**config.mk**
```make
export PLATFORM = sky130hd
export DESIGN_NAME = uart_rx_os
export DESIGN_NICKNAME = d
export VERILOG_FILES = /design/src/rtl/uart_pkg.sv /design/src/rtl/uart_os_tick.sv /design/src/rtl/uart_rx_os.sv
export SDC_FILE = /design/constraint.sdc
export NUM_CORES = 1
export LEC_CHECK = 0
export CAP_MARGIN = 20
export CORE_MARGIN = 4
export CORE_UTILIZATION = 50
export CTS_CLUSTER_DIAMETER = 80
export DETAILED_ROUTE_END_ITERATION = 12
export DONT_BUFFER_PORTS = 1
export PLACE_DENSITY_LB_ADDON = 0.05
export REMOVE_ABC_BUFFERS = 1
export SLEW_MARGIN = 20
export SYNTH_ARGS = -nofsm -noshare
export SYNTH_HDL_FRONTEND = slang
export SYNTH_SLANG_ARGS = --single-unit
```
**constraint.sdc**
```tcl
create_clock -name clk -period 2.15 [get_ports clk]
set_input_delay 0.3225 -clock clk [delete_from_list [all_inputs] [get_ports clk]]
set_output_delay 0.3225 -clock clk [all_outputs]
set_load 0.03 [all_outputs]
```
**src/rtl/uart_pkg.sv**
```systemverilog
// uart_pkg: shared UART receiver constants (state codes, oversampling, majority indices, tick divider).
package uart_pkg;
  localparam int UART_OS = 8;
  localparam logic [2:0] ST_IDLE   = 3'd0;
  localparam logic [2:0] ST_START  = 3'd1;
  localparam logic [2:0] ST_DATA   = 3'd2;
  localparam logic [2:0] ST_PARITY = 3'd3;
  localparam logic [2:0] ST_STOP   = 3'd4;
  localparam logic [2:0] MAJ_I0    = 3'd3;
  localparam logic [2:0] MAJ_I1    = 3'd4;
  localparam logic [2:0] MAJ_I2    = 3'd5;
  localparam logic [2:0] IDX_LAST  = 3'd7;
  function automatic int tick_div(input int clk_freq, input int baud);
    return clk_freq / (baud * UART_OS);
  endfunction
endpackage

```
**src/rtl/uart_os_tick.sv**
```systemverilog
// uart_os_tick: restartable 8x oversampling tick generator with 3-bit sample index.
module uart_os_tick #(
  parameter int TICK_DIV = 108
) (
  input  logic       clk,
  input  logic       rst,
  input  logic       clr,
  output logic       tick,
  output logic [2:0] idx
);
  logic [15:0] r_cnt;
  logic [2:0]  r_idx;
  assign tick = (r_cnt == 16'(TICK_DIV - 1));
  assign idx  = r_idx;
  always_ff @(posedge clk) begin
    if (rst || clr) begin
      r_cnt <= '0;
      r_idx <= '0;
    end else begin
      r_cnt <= tick ? '0 : r_cnt + 16'd1;
      if (tick) r_idx <= r_idx + 3'd1;
    end
  end
endmodule

```
**src/rtl/uart_rx_os.sv**
```systemverilog
// uart_rx_os: 8x-oversampled UART receiver, majority vote, framing/overrun detection, valid/ready holding register.
// Optional even-parity checking and parity_err port when UART_RX_PARITY_EN is defined.
module uart_rx_os
  import uart_pkg::*;
#(
  parameter int CLK_FREQ = 100000000,
  parameter int BAUD     = 115200
) (
  input  logic       clk,
  input  logic       rst,
  input  logic       rx_in,
  input  logic       rx_en,
  output logic [7:0] d_out,
  output logic       d_valid,
  input  logic       d_ready,
  output logic       frame_err,
  output logic       overrun
`ifdef UART_RX_PARITY_EN
  ,
  output logic       parity_err
`endif
);
  localparam int TICK_DIV = tick_div(CLK_FREQ, BAUD);
  logic [1:0] r_sync;
  logic [2:0] r_state;
  logic [7:0] r_shreg;
  logic [2:0] r_bit;
  logic [2:0] r_s;
  logic       w_rxs;
  logic       w_tick;
  logic [2:0] w_idx;
  logic       w_clr;
  logic       w_s2;
  logic       w_maj;
  logic       w_done;
`ifdef UART_RX_PARITY_EN
  logic       r_pbad;
`endif
  assign w_rxs  = r_sync[1];
  assign w_clr  = rx_en && r_state == ST_IDLE && !w_rxs;
  // At the last majority index the live line stands in for its not-yet-captured sample
  assign w_s2   = (w_idx == MAJ_I2) ? w_rxs : r_s[2];
  assign w_maj  = (r_s[0] & r_s[1]) | (r_s[0] & w_s2) | (r_s[1] & w_s2);
  assign w_done = rx_en && r_state == ST_STOP && w_tick && w_idx == MAJ_I2;
  uart_os_tick #(.TICK_DIV(TICK_DIV)) u_tick (
    .clk (clk),
    .rst (rst),
    .clr (w_clr),
    .tick(w_tick),
    .idx (w_idx)
  );
  always_ff @(posedge clk) begin
    if (rst) begin
      r_sync    <= 2'b11;
      r_state   <= ST_IDLE;
      r_shreg   <= '0;
      r_bit     <= '0;
      r_s       <= '0;
      d_out     <= '0;
      d_valid   <= 1'b0;
      frame_err <= 1'b0;
      overrun   <= 1'b0;
`ifdef UART_RX_PARITY_EN
      r_pbad     <= 1'b0;
      parity_err <= 1'b0;
`endif
    end else begin
      r_sync    <= {r_sync[0], rx_in};
      frame_err <= w_done && !w_maj;
      overrun   <= w_done && d_valid && !d_ready;
`ifdef UART_RX_PARITY_EN
      parity_err <= w_done && r_pbad;
`endif
      if (w_tick && w_idx == MAJ_I0) r_s[0] <= w_rxs;
      if (w_tick && w_idx == MAJ_I1) r_s[1] <= w_rxs;
      if (w_tick && w_idx == MAJ_I2) r_s[2] <= w_rxs;
      if (!rx_en) r_state <= ST_IDLE;
      else
        case (r_state)
          ST_IDLE:
            if (!w_rxs) begin
              r_state <= ST_START;
              r_bit   <= '0;
            end
          ST_START:
            if (w_tick && w_idx == MAJ_I2 && w_maj) r_state <= ST_IDLE;
            else if (w_tick && w_idx == IDX_LAST) r_state <= ST_DATA;
          ST_DATA:
            if (w_tick && w_idx == IDX_LAST) begin
              r_shreg <= {w_maj, r_shreg[7:1]};
              r_bit   <= r_bit + 3'd1;
`ifdef UART_RX_PARITY_EN
              if (r_bit == 3'd7) r_state <= ST_PARITY;
`else
              if (r_bit == 3'd7) r_state <= ST_STOP;
`endif
            end
`ifdef UART_RX_PARITY_EN
          ST_PARITY:
            if (w_tick && w_idx == IDX_LAST) begin
              r_pbad  <= w_maj ^ (^r_shreg);
              r_state <= ST_STOP;
            end
`endif
          ST_STOP:
            if (w_tick && w_idx == MAJ_I2) r_state <= ST_IDLE;
          default: r_state <= ST_IDLE;
        endcase
      if (w_done && (!d_valid || d_ready)) begin
        d_out   <= r_shreg;
        d_valid <= 1'b1;
      end else if (d_valid && d_ready) d_valid <= 1'b0;
    end
  end
endmodule
```
==> results of run 1 <==
[registers in the layout, summed over array words and instances (netlist names), 2 cells and up]
register	count
r_shreg	8
r_sync	2
d_out	8
u_tick.r_cnt	16
u_tick.idx	3
r_state	3
r_bit	3
r_s	3
[cell families after synthesis]
kind of cell / count (synthesis) / synth area share, %
xor gates and xnor gates: 15 / 6.20
buffers and inverters: 14 / 2.89
and+or+nand+nor: 112 / 26.5
muxes: 10 / 4.78
adders and majority gates: 9 / 5.20
AOI/OAI and AO/OA: 31 / 8.09
DFF: 49 / 46.3
[Yosys cell counts, types with 2 or more instances]
cell type,count,area (µm²)
clkbuf_1,6,22.5
nand3b_1,2,15.0
xnor2_1,6,52.6
o21ai_0,4,20.0
and3_1,2,12.5
nand2b_1,3,18.8
inv_1,6,22.5
nor4_1,3,18.8
ha_1,8,100
a211oi_1,2,15.0
nor2_1,33,124
nor3_1,5,25.0
nand2_1,30,113
nand4_1,7,43.8
and2_1,3,18.8
nor3b_1,2,15.0
or4_4,3,33.8
or2_2,2,12.5
xor2_1,9,78.8
nand3_1,13,65.1
dfxtp_1,49,981
a21oi_1,21,105
mux2i_1,9,90.1
[cells in the final DEF (no fill, tap or decap), drive strengths merged, types with 4 or more instances in the layout]
cell type,Yosys,routed
a21oi,21,21
buf,2,25
clkbuf,6,5
dfxtp,49,49
ha,8,8
inv,6,7
mux2i,9,9
nand2,30,30
nand3,13,13
nand4,7,7
nor2,33,33
nor3,6,6
o21ai,4,4
xnor2,6,6
xor2,9,9
[how the worst max path moves through the flow]
| stage | startpoint | to | depth (start not counted) |
|---|---|---|---|
| 5_1_grt | u_tick.r_cnt[9] | d_out[5] | 6 |
| 4_1_cts | u_tick.r_cnt[11] | d_out[5] | 6 |
| 3_5_place_dp | u_tick.r_cnt[9] | d_out[5] | 6 |
| 3_3_place_gp | u_tick.r_cnt[9] | d_out[0] | 6 |
| 6_report | u_tick.r_cnt[9] | d_out[5] | 6 |
| 2_1_floorplan | u_tick.r_cnt[9] | r_bit[1] | 5 |
[critical path: stages (launching register included)]
cell and delay [ns]:
dfxtp_2 0.33, or4_4 0.53, or4_4 0.55, nor3_4 0.21
buf_12 0.16, mux2i_1 0.20, nor2_1 0.07
[routing by layer]
metal,vias to the layer above,routed length (µm),track usage (%)
met5,-,0,0
met4,0,22,3.69
met1,806,1900,20.2
met2,22,2210,32.3
met3,2,162,4.68
li1,873,-,-
[repair_timing]
| action | CTS | global route |
|---|---|---|
| resized for setup | 2 | 1 |
| endpoints found under the setup margin | 2 | 12 |
| endpoints found under the hold margin | 0 | 0 |
| setup buffers | 2 | 2 |
| hold buffers | 0 | 0 |
| pin swaps | 1 | 3 |
[power breakdown]
| part | switching (µW) | internal, µW |
|---|---|---|
| sequential | 6.16 | 914 |
| clock | 308 | 468 |
| combinational | 21.9 | 21.0 |
[through the flow]
step / hold slack (ns) / cell area (µm²) / utilization [%]
floorplan: 0.389 / 2080 / -
global placement: 0.399 / 2330 / 57.4
detailed placement: 0.398 / 2330 / 57.4
CTS: 0.0799 / 2490 / 61.3
global route: 0.0680 / 2500 / 61.7
finish: 0.0844 / 2500 / 61.7
[area by class of cell]
type / count / area share [%]
clock buffers: 5 / 2.75
clock inverters: 3 / 2.75
repair buffers: 25 / 8.49
inverters: 6 / 0.899
well taps: 50 / 2.50
multi-input cells: 177 / 43.4
flip-flops and latches: 49 / 39.3
==> flow_results.xml, run 1 <==
<?xml version="1.0" encoding="UTF-8"?>
<metrics>
  <group name="clock_network">
    <metric name="cts-htree-levels" unit="">2</metric>
    <metric name="clockBufferDepth" unit="">2</metric>
    <metric name="tritoncts" unit="">yes</metric>
    <metric name="insertion_delay" unit="ns">0.29</metric>
    <metric name="cts.sink_count" unit="">49</metric>
    <metric name="root_buffer" unit="">clkbuf_8</metric>
    <metric name="reg_clk_slew_reported_paths" unit="ns">0.09</metric>
    <metric name="numCtsBuffers" unit="">5</metric>
  </group>
  <group name="worst_setup_path">
    <metric name="crit_arrival" unit="ns">2.33</metric>
    <metric name="path_max_fanout" unit="">8</metric>
    <metric name="timing.critical_path.to_type" unit="">flop</metric>
    <metric name="critical_path.reg2reg.endpoint" unit="">d_out[5]</metric>
    <metric name="crit-reg2reg-launch" unit="">u_tick.r_cnt[9]</metric>
    <metric name="setup.worst_path.start_class" unit="">flop</metric>
    <metric name="required" unit="ns">2.34</metric>
    <metric name="worstSetupPathType" unit="">flop to flop</metric>
    <metric name="reg2reg_depth" unit="">6</metric>
    <metric name="r2r_setup_slack" unit="ns">0.02</metric>
  </group>
  <group name="timing">
    <metric name="final_cycle_utilization_of_the_critical_path" unit="%">99.2</metric>
    <metric name="setup_tns" unit="ns">0</metric>
    <metric name="fmax" unit="GHz">0.469</metric>
    <metric name="setup_ws" unit="ns">0.0177</metric>
    <metric name="finalHoldViolations" unit="">0</metric>
    <metric name="timing.slew.headroom" unit="%">66.2</metric>
    <metric name="finalWorstPathRequiredPeriod" unit="ns">2.13</metric>
    <metric name="skew" unit="ns">0.00695</metric>
    <metric name="rsz_0062_raised_after_global_routing" unit="">yes</metric>
    <metric name="timing_max_transition_violations_final" unit="">0</metric>
    <metric name="timing.final.setup_violations" unit="">0</metric>
    <metric name="worst-slew-pin-transition" unit="ns">0.503</metric>
  </group>
  <group name="synthesis">
    <metric name="synthesis.area" unit="µm²">2120</metric>
    <metric name="ys_types" unit="">35</metric>
    <metric name="edff_count_synth" unit="">0</metric>
    <metric name="synth_cells" unit="">240</metric>
    <metric name="yosys_most_used_dff" unit="">dfxtp_1</metric>
    <metric name="synth_async_sr_flop_share" unit="%">0</metric>
    <metric name="yosysWarningCount" unit="">0</metric>
    <metric name="synth-seq-area-share" unit="%">46.3</metric>
    <metric name="synthesis.area_per_instance" unit="µm²">8.83</metric>
    <metric name="yosys_register_bits" unit="">49</metric>
  </group>
  <group name="cells_and_area">
    <metric name="fill_cells" unit="">373</metric>
    <metric name="num_antenna_cells" unit="">0</metric>
    <metric name="layout.area.seq" unit="µm²">983</metric>
    <metric name="multiInputGateArea" unit="µm²">1090</metric>
    <metric name="syn_to_final_growth" unit="%">18.3</metric>
    <metric name="layout.cells.non_filler" unit="">315</metric>
    <metric name="fraction_of_final_layout_cells_sized_beyond_drive_strength_1" unit="%">17.0</metric>
    <metric name="final_net_count" unit="">277</metric>
  </group>
  <group name="die">
    <metric name="placementRows" unit="">23</metric>
    <metric name="fp.dieW" unit="µm">73.1</metric>
    <metric name="die-height" unit="µm">73.1</metric>
    <metric name="fp.dieArea" unit="µm²">5340</metric>
    <metric name="initial_utilization" unit="%">52.2</metric>
    <metric name="coreArea" unit="µm²">4060</metric>
    <metric name="num_io_pins" unit="">16</metric>
  </group>
  <group name="pwr">
    <metric name="design_power_total" unit="µW">1740</metric>
    <metric name="power.density" unit="nW/µm²">694</metric>
    <metric name="cellLeakagePower" unit="µW">0.000936</metric>
    <metric name="ir_worst_vdd" unit="mV">0.442</metric>
  </group>
  <group name="grt">
    <metric name="gr-usage-all-layers" unit="%">17.6</metric>
    <metric name="grt_antenna_before_repair" unit="">0</metric>
    <metric name="grt_pass1_vias" unit="">1719</metric>
    <metric name="grt_pass1_wl" unit="µm">7360</metric>
    <metric name="grt_start_max_net_pins" unit="">28</metric>
    <metric name="global_route.overflow_total" unit="">0</metric>
  </group>
  <group name="route">
    <metric name="drt_iter0_drc" unit="">102</metric>
    <metric name="drt-vias-per-instance" unit="">5.41</metric>
    <metric name="drc" unit="">0</metric>
    <metric name="wl" unit="µm">4290</metric>
    <metric name="drt_first_pass_iters" unit="">4</metric>
    <metric name="ant_nets" unit="">0</metric>
    <metric name="wl_cell" unit="µm">13.6</metric>
    <metric name="routed-via-count" unit="">1703</metric>
  </group>
  <group name="job">
    <metric name="maxCapViolations" unit="">0</metric>
  </group>
  <group name="outcome">
    <metric name="status" unit="">complete, no violations</metric>
  </group>
  <group name="worst_hold_path">
    <metric name="timing.hold.worst_endpoint" unit="">d_out[3]</metric>
    <metric name="hold_path_startpoint" unit="">rst</metric>
    <metric name="min_delay_path_depth" unit="">1</metric>
    <metric name="worst_hold_path_type" unit="">input pin to flop</metric>
  </group>
  <group name="placement">
    <metric name="total_placed_cells_including_tap_cells" unit="">303</metric>
    <metric name="gpl.final_weighted_congestion" unit="">0.845</metric>
    <metric name="dpl.hpwl" unit="µm">3130</metric>
    <metric name="dp_worst_setup_slack" unit="ns">-0.00344</metric>
    <metric name="buffers_on_ports" unit="">0</metric>
  </group>
</metrics>
No activity file was read; power rests on OpenSTA's default activity.
==> run 2, diff against run 1 <==
- HOLD_SLACK_MARGIN: not set -> 0.03
- clock period: 2.15 -> 1.76 ns (I/O delays scaled with it)
==> flow_results.xml, run 2 (synthesis results as in run 1) <==
<?xml version="1.0" encoding="UTF-8"?>
<metrics>
  <group name="outcome">
    <metric name="status" unit="">complete, but fails checks</metric>
    <metric name="violated_checks" unit="">negative setup slack</metric>
  </group>
  <group name="cells_and_area">
    <metric name="biggestRegsByFlops" unit="">u_tick.r_cnt: 16 flops, d_out: 8 flops, r_shreg: 8 flops</metric>
    <metric name="fraction_of_final_layout_cells_sized_beyond_drive_strength_1" unit="%">24.0</metric>
    <metric name="syn_to_final_growth" unit="%">28.5</metric>
    <metric name="flip_flop_count_of_the_largest_register_after_layout" unit="">16</metric>
    <metric name="most-common-layout-cells" unit="">dfxtp_1 (48), nor2_1 (33), buf_4 (32)</metric>
    <metric name="register_with_the_most_flip_flops" unit="">u_tick.r_cnt</metric>
    <metric name="mostFrequentLayoutCell" unit="">dfxtp_1</metric>
    <metric name="num_antenna_cells" unit="">0</metric>
    <metric name="final_net_count" unit="">291</metric>
  </group>
  <group name="grt">
    <metric name="gr-usage-all-layers" unit="%">19.0</metric>
    <metric name="global_route.overflow_total" unit="">0</metric>
    <metric name="grt_antenna_before_repair" unit="">0</metric>
    <metric name="grt_pass1_vias" unit="">1795</metric>
    <metric name="grt_start_max_net_pins" unit="">17</metric>
    <metric name="grt_pass1_wl" unit="µm">7880</metric>
  </group>
  <group name="placement">
    <metric name="gpl.final_weighted_congestion" unit="">0.902</metric>
    <metric name="buffers_on_ports" unit="">0</metric>
    <metric name="dp_worst_setup_slack" unit="ns">-0.400</metric>
    <metric name="dpl.hpwl" unit="µm">3350</metric>
  </group>
  <group name="pwr">
    <metric name="internal_power" unit="µW">1720</metric>
    <metric name="cellLeakagePower" unit="µW">0.00103</metric>
    <metric name="ir_worst_vdd" unit="mV">0.582</metric>
    <metric name="clock_power_share" unit="%">43.6</metric>
    <metric name="sw_frac_of_total" unit="%">19.6</metric>
    <metric name="power.combinational.fraction" unit="%">4.0</metric>
    <metric name="p_sw" unit="µW">421</metric>
    <metric name="power.density" unit="nW/µm²">786</metric>
    <metric name="power_frac_seq" unit="%">52.4</metric>
  </group>
  <group name="timing">
    <metric name="timing_max_transition_violations_final" unit="">0</metric>
    <metric name="fmax" unit="GHz">0.469</metric>
    <metric name="timing.final.setup_violations" unit="">47</metric>
    <metric name="hold-worst-slack" unit="ns">0.0659</metric>
    <metric name="rsz_0062_raised_after_global_routing" unit="">yes</metric>
    <metric name="finalWorstPathRequiredPeriod" unit="ns">2.13</metric>
    <metric name="skew" unit="ns">0.00837</metric>
    <metric name="setup_ws" unit="ns">-0.373</metric>
    <metric name="worst-slew-pin-transition" unit="ns">0.659</metric>
    <metric name="final_cycle_utilization_of_the_critical_path" unit="%">121</metric>
    <metric name="timing.slew.headroom" unit="%">55.9</metric>
    <metric name="finalHoldViolations" unit="">0</metric>
  </group>
  <group name="worst_setup_path">
    <metric name="cell_chain_of_the_critical_path" unit="">or4_4 &gt; or4_4 &gt; nor3_4 &gt; buf_12 &gt; mux2i_1 &gt; nor2_1</metric>
    <metric name="crit_arrival" unit="ns">2.32</metric>
    <metric name="worstSetupPathType" unit="">flop to flop</metric>
    <metric name="standard_cell_with_the_maximum_stage_delay_on_the_critical_path" unit="">or4_4</metric>
    <metric name="required" unit="ns">1.94</metric>
    <metric name="path_max_fanout" unit="">8</metric>
    <metric name="timing.critical_path.to_type" unit="">flop</metric>
    <metric name="delay_of_the_slowest_critical_path_stage" unit="ns">0.55</metric>
    <metric name="crit_path_most_repeated_cell" unit="">or4_4</metric>
    <metric name="setup.worst_path.start_class" unit="">flop</metric>
  </group>
  <group name="route">
    <metric name="ant_nets" unit="">0</metric>
    <metric name="drt_iter0_drc" unit="">112</metric>
    <metric name="wl" unit="µm">4840</metric>
    <metric name="drc" unit="">0</metric>
    <metric name="wl_cell" unit="µm">14.7</metric>
    <metric name="drt_first_pass_iters" unit="">4</metric>
    <metric name="routed-via-count" unit="">1787</metric>
    <metric name="drt-vias-per-instance" unit="">5.43</metric>
  </group>
  <group name="clock_network">
    <metric name="insertion_delay" unit="ns">0.30</metric>
    <metric name="cts.sink_count" unit="">49</metric>
    <metric name="clockBufferDepth" unit="">2</metric>
    <metric name="root_buffer" unit="">clkbuf_8</metric>
    <metric name="cts_setup_buffers" unit="">0</metric>
    <metric name="numCtsBuffers" unit="">5</metric>
    <metric name="cts-htree-levels" unit="">2</metric>
    <metric name="reg_clk_slew_reported_paths" unit="ns">0.09</metric>
    <metric name="tritoncts" unit="">yes</metric>
  </group>
  <group name="die">
    <metric name="die-height" unit="µm">73.1</metric>
    <metric name="num_io_pins" unit="">16</metric>
    <metric name="fp.dieW" unit="µm">73.1</metric>
    <metric name="placementRows" unit="">23</metric>
    <metric name="fp.dieArea" unit="µm²">5340</metric>
    <metric name="initial_utilization" unit="%">52.2</metric>
    <metric name="coreArea" unit="µm²">4060</metric>
  </group>
  <group name="job">
    <metric name="maxCapViolations" unit="">0</metric>
  </group>
  <group name="worst_hold_path">
    <metric name="worst_hold_path_type" unit="">input pin to flop</metric>
  </group>
</metrics>
[run 2: cell count changes in the layout (fill, tap and decap cells not counted), sizes merged]
cell	previous run	this run
buf	25	36
dlygate4sd3	0	2
clkbuf	5	6
clkinv	0	1
inv	7	6
[run 2: critical path: cells and delay by family, from the launching register on]
kind                   cells  cell delay [ns]
flip-flops                 1             0.32
AND/OR/NAND/NOR            4             1.35
buffers and inverters      1             0.16
multiplexers               1             0.19
[run 2: metal layers]
layer / GRT usage (%) / up-vias / routed length [µm]
met3: 3.99 / 7 / 207
met5: 0 / - / 0
li1: - / 903 / -
met1: 22.0 / 831 / 2150
met4: 4.71 / 0 / 49
met2: 35.1 / 46 / 2430
[run 2: what timing repair did]
action,in CTS,in global routing
cloned,0,1
setup endpoints to repair,47,47
resized for setup,12,9
hold buffers,1,1
pin swaps,8,6
hold endpoints to repair,16,7
[run 2: layout make-up]
cell class / count / area [µm²]
Timing Repair Buffer: 39 / 357
Multi-Input combinational cell: 177 / 1160
Clock inverter: 3 / 65.1
Inverter: 6 / 22.5
Fill cell: 313 / 1340
Sequential cell: 49 / 982
Clock buffer: 5 / 68.8
Tap cell: 50 / 62.6
[run 2: final timing paths]
path / startpoint / to / slack, ns / cells past startpoint
setup reg to reg: u_tick.r_cnt[8] / d_out[1] / -0.37 / 6
setup / recovery: u_tick.r_cnt[8] / d_out[1] / -0.37 / 6
hold / removal: rx_in / r_sync[0] / 0.07 / 1
hold reg to reg: r_sync[0] / r_sync[1] / 0.42 / 1
[run 2: power by group through the flow]
stage | clock network, µW | registers, µW | logic [µW]
global route | 1000 | 1120 | 92.9
floorplan | 0 | 1150 | 28.4
CTS | 955 | 1120 | 69.8
detailed placement | 0 | 1150 | 58.0
finish | 933 | 1120 | 85.2
global placement | 0 | 1150 | 55.5
[run 2: metrics by stage]
| step | power [µW] | setup TNS (ns) | utilization (%) | instance area [µm²] | std cells |
|---|---|---|---|---|---|
| floorplan | 1180 | -21.36 | - | 2080 | 232 |
| global route | 2220 | -13.71 | 67.1 | 2720 | 329 |
| detailed placement | 1210 | -10.62 | 60.5 | 2460 | 318 |
| CTS | 2150 | -10.89 | 65.2 | 2650 | 327 |
| finish | 2140 | -10.37 | 67.1 | 2720 | 329 |
| global placement | 1200 | -8.93 | 60.5 | 2460 | 318 |
==> run 3, diff against run 2 <==
--- a/config.mk
+++ b/config.mk
@@ -16,2 +16,3 @@
 export REMOVE_ABC_BUFFERS = 1
+export SKIP_LAST_GASP = 1
 export SLEW_MARGIN = 20
==> constraint.sdc (replaced) <==
create_clock -name clk -period 1.76 [get_ports clk]
set_input_delay 0.352 -clock clk [delete_from_list [all_inputs] [get_ports clk]]
set_output_delay 0.352 -clock clk [all_outputs]
set_load 0.03 [all_outputs]
==> flow_results.xml, run 3 (synthesis results as in run 1) <==
<?xml version="1.0" encoding="UTF-8"?>
<metrics>
  <group name="timing">
    <metric name="worst-slew-pin-transition" unit="ns">0.421</metric>
    <metric name="final_cycle_utilization_of_the_critical_path" unit="%">120</metric>
    <metric name="finalHoldViolations" unit="">0</metric>
    <metric name="setup_tns" unit="ns">-10.17</metric>
    <metric name="timing_max_transition_violations_final" unit="">0</metric>
    <metric name="rsz_0062_raised_after_global_routing" unit="">yes</metric>
    <metric name="timing.final.setup_violations" unit="">47</metric>
    <metric name="hold-worst-slack" unit="ns">0.113</metric>
    <metric name="timing.slew.headroom" unit="%">71.7</metric>
    <metric name="fmax" unit="GHz">0.472</metric>
    <metric name="setup_ws" unit="ns">-0.357</metric>
    <metric name="finalWorstPathRequiredPeriod" unit="ns">2.12</metric>
    <metric name="skew" unit="ns">0.00926</metric>
  </group>
  <group name="grt">
    <metric name="grt_pass1_vias" unit="">1762</metric>
    <metric name="grt_start_max_net_pins" unit="">28</metric>
    <metric name="grt_pass1_wl" unit="µm">7700</metric>
    <metric name="gr-usage-all-layers" unit="%">18.5</metric>
    <metric name="grt_antenna_before_repair" unit="">0</metric>
    <metric name="global_route.overflow_total" unit="">0</metric>
  </group>
  <group name="pwr">
    <metric name="cellLeakagePower" unit="µW">0.00101</metric>
    <metric name="power.density" unit="nW/µm²">781</metric>
    <metric name="ir_worst_vdd" unit="mV">0.568</metric>
    <metric name="design_power_total" unit="µW">2120</metric>
  </group>
  <group name="worst_setup_path">
    <metric name="crit_arrival" unit="ns">2.31</metric>
    <metric name="setup.worst_path.start_class" unit="">flop</metric>
    <metric name="path_max_fanout" unit="">8</metric>
    <metric name="required" unit="ns">1.95</metric>
    <metric name="timing.critical_path.to_type" unit="">flop</metric>
    <metric name="worstSetupPathType" unit="">flop to flop</metric>
  </group>
  <group name="outcome">
    <metric name="violated_checks" unit="">negative setup slack</metric>
    <metric name="status" unit="">complete, but fails checks</metric>
  </group>
  <group name="clock_network">
    <metric name="numCtsBuffers" unit="">5</metric>
    <metric name="root_buffer" unit="">clkbuf_8</metric>
    <metric name="reg_clk_slew_reported_paths" unit="ns">0.09</metric>
    <metric name="cts_hold_buf" unit="">0</metric>
    <metric name="tritoncts" unit="">yes</metric>
    <metric name="cts_setup_buffers" unit="">0</metric>
    <metric name="clockBufferDepth" unit="">2</metric>
    <metric name="insertion_delay" unit="ns">0.30</metric>
    <metric name="cts-htree-levels" unit="">2</metric>
    <metric name="cts.sink_count" unit="">49</metric>
  </group>
  <group name="placement">
    <metric name="detailed_place.area" unit="µm²">2460</metric>
    <metric name="dpl.hpwl" unit="µm">3350</metric>
    <metric name="buffers_on_ports" unit="">0</metric>
    <metric name="gpl.final_weighted_congestion" unit="">0.902</metric>
  </group>
  <group name="job">
    <metric name="maxCapViolations" unit="">0</metric>
  </group>
  <group name="cells_and_area">
    <metric name="post-route-util" unit="%">67.0</metric>
    <metric name="fill_cells" unit="">309</metric>
    <metric name="register_with_the_most_flip_flops" unit="">u_tick.r_cnt</metric>
    <metric name="num_antenna_cells" unit="">0</metric>
    <metric name="final_design_area_no_fill" unit="µm²">2720</metric>
    <metric name="final_net_count" unit="">289</metric>
    <metric name="fraction_of_final_layout_cells_sized_beyond_drive_strength_1" unit="%">26.4</metric>
    <metric name="biggestRegsByFlops" unit="">u_tick.r_cnt: 16 flops, d_out: 8 flops, r_shreg: 8 flops</metric>
    <metric name="syn_to_final_growth" unit="%">28.4</metric>
    <metric name="mostFrequentLayoutCell" unit="">dfxtp_1</metric>
    <metric name="flip_flop_count_of_the_largest_register_after_layout" unit="">16</metric>
    <metric name="most-common-layout-cells" unit="">dfxtp_1 (48), nor2_1 (33), buf_4 (32)</metric>
  </group>
  <group name="die">
    <metric name="fp.dieArea" unit="µm²">5340</metric>
    <metric name="fp.dieW" unit="µm">73.1</metric>
    <metric name="num_io_pins" unit="">16</metric>
    <metric name="die-height" unit="µm">73.1</metric>
    <metric name="initial_utilization" unit="%">52.2</metric>
    <metric name="placementRows" unit="">23</metric>
    <metric name="coreArea" unit="µm²">4060</metric>
  </group>
  <group name="route">
    <metric name="wl" unit="µm">4630</metric>
    <metric name="drt_first_pass_iters" unit="">4</metric>
    <metric name="drt-vias-per-instance" unit="">5.43</metric>
    <metric name="drc" unit="">0</metric>
    <metric name="drt_iter0_drc" unit="">133</metric>
    <metric name="wl_cell" unit="µm">14.2</metric>
    <metric name="routed-via-count" unit="">1774</metric>
    <metric name="ant_nets" unit="">0</metric>
  </group>
  <group name="worst_hold_path">
    <metric name="worst_hold_path_type" unit="">input pin to flop</metric>
  </group>
</metrics>
-- run 3: cell count changes in the layout (fill, tap and decap cells not counted), sizes merged --
cell and change:
dlygate4sd3 -2
-- run 3: layer usage --
| metal | GRT usage, % | wire, µm | part of all wire [%] |
|---|---|---|---|
| met1 | 21.6 | 2050 | 44 |
| met4 | 4.30 | 45 | 0.97 |
| met5 | 0 | 0 | 0 |
| met2 | 34.1 | 2350 | 51 |
| met3 | 3.72 | 184 | 4.0 |
-- run 3: cell type report --
cell class / instances / area [µm²] / area share, %
clock buffers: 5 / 68.8 / 2.53
clock inverters: 3 / 65.1 / 2.39
inverters: 6 / 22.5 / 0.828
multi-input cells: 177 / 1180 / 43.5
flip-flops and latches: 49 / 982 / 36.1
well taps: 50 / 62.6 / 2.30
repair buffers: 37 / 337 / 12.4
-- run 3: power breakdown --
group	switching [µW]	internal [µW]
clock network	366	564
registers	5.82	1120
logic	36.3	35.5
total	408	1720
-- run 3: timing repair --
item	in CTS	in global routing
resized for setup	12	14
endpoints found under the setup margin	47	47
gates cloned	0	1
pin swaps	8	7
-- run 3: critical path, cell delays in order, from the launching register on --
cell,delay [ns]
dfxtp_1,0.32
or4_4,0.53
or4_4,0.55
nor3_4,0.21
buf_12,0.16
mux2i_1,0.19
nor2_1,0.06
-- run 3: worst paths after layout --
path | startpoint | endpoint | slack, ns | depth (start not counted)
max reg2reg | u_tick.r_cnt[8] | d_out[1] | -0.36 | 6
max | u_tick.r_cnt[8] | d_out[1] | -0.36 | 6
min reg2reg | r_sync[0] | r_sync[1] | 0.42 | 1
min | rst | r_bit[1] | 0.11 | 1
-- run 3: stage by stage --
step	instances	setup slack, ns
after floorplan	232	-0.893
after CTS	326	-0.383
after global placement	318	-0.310
after global routing	327	-0.420
final	327	-0.357
after detailed placement	318	-0.400
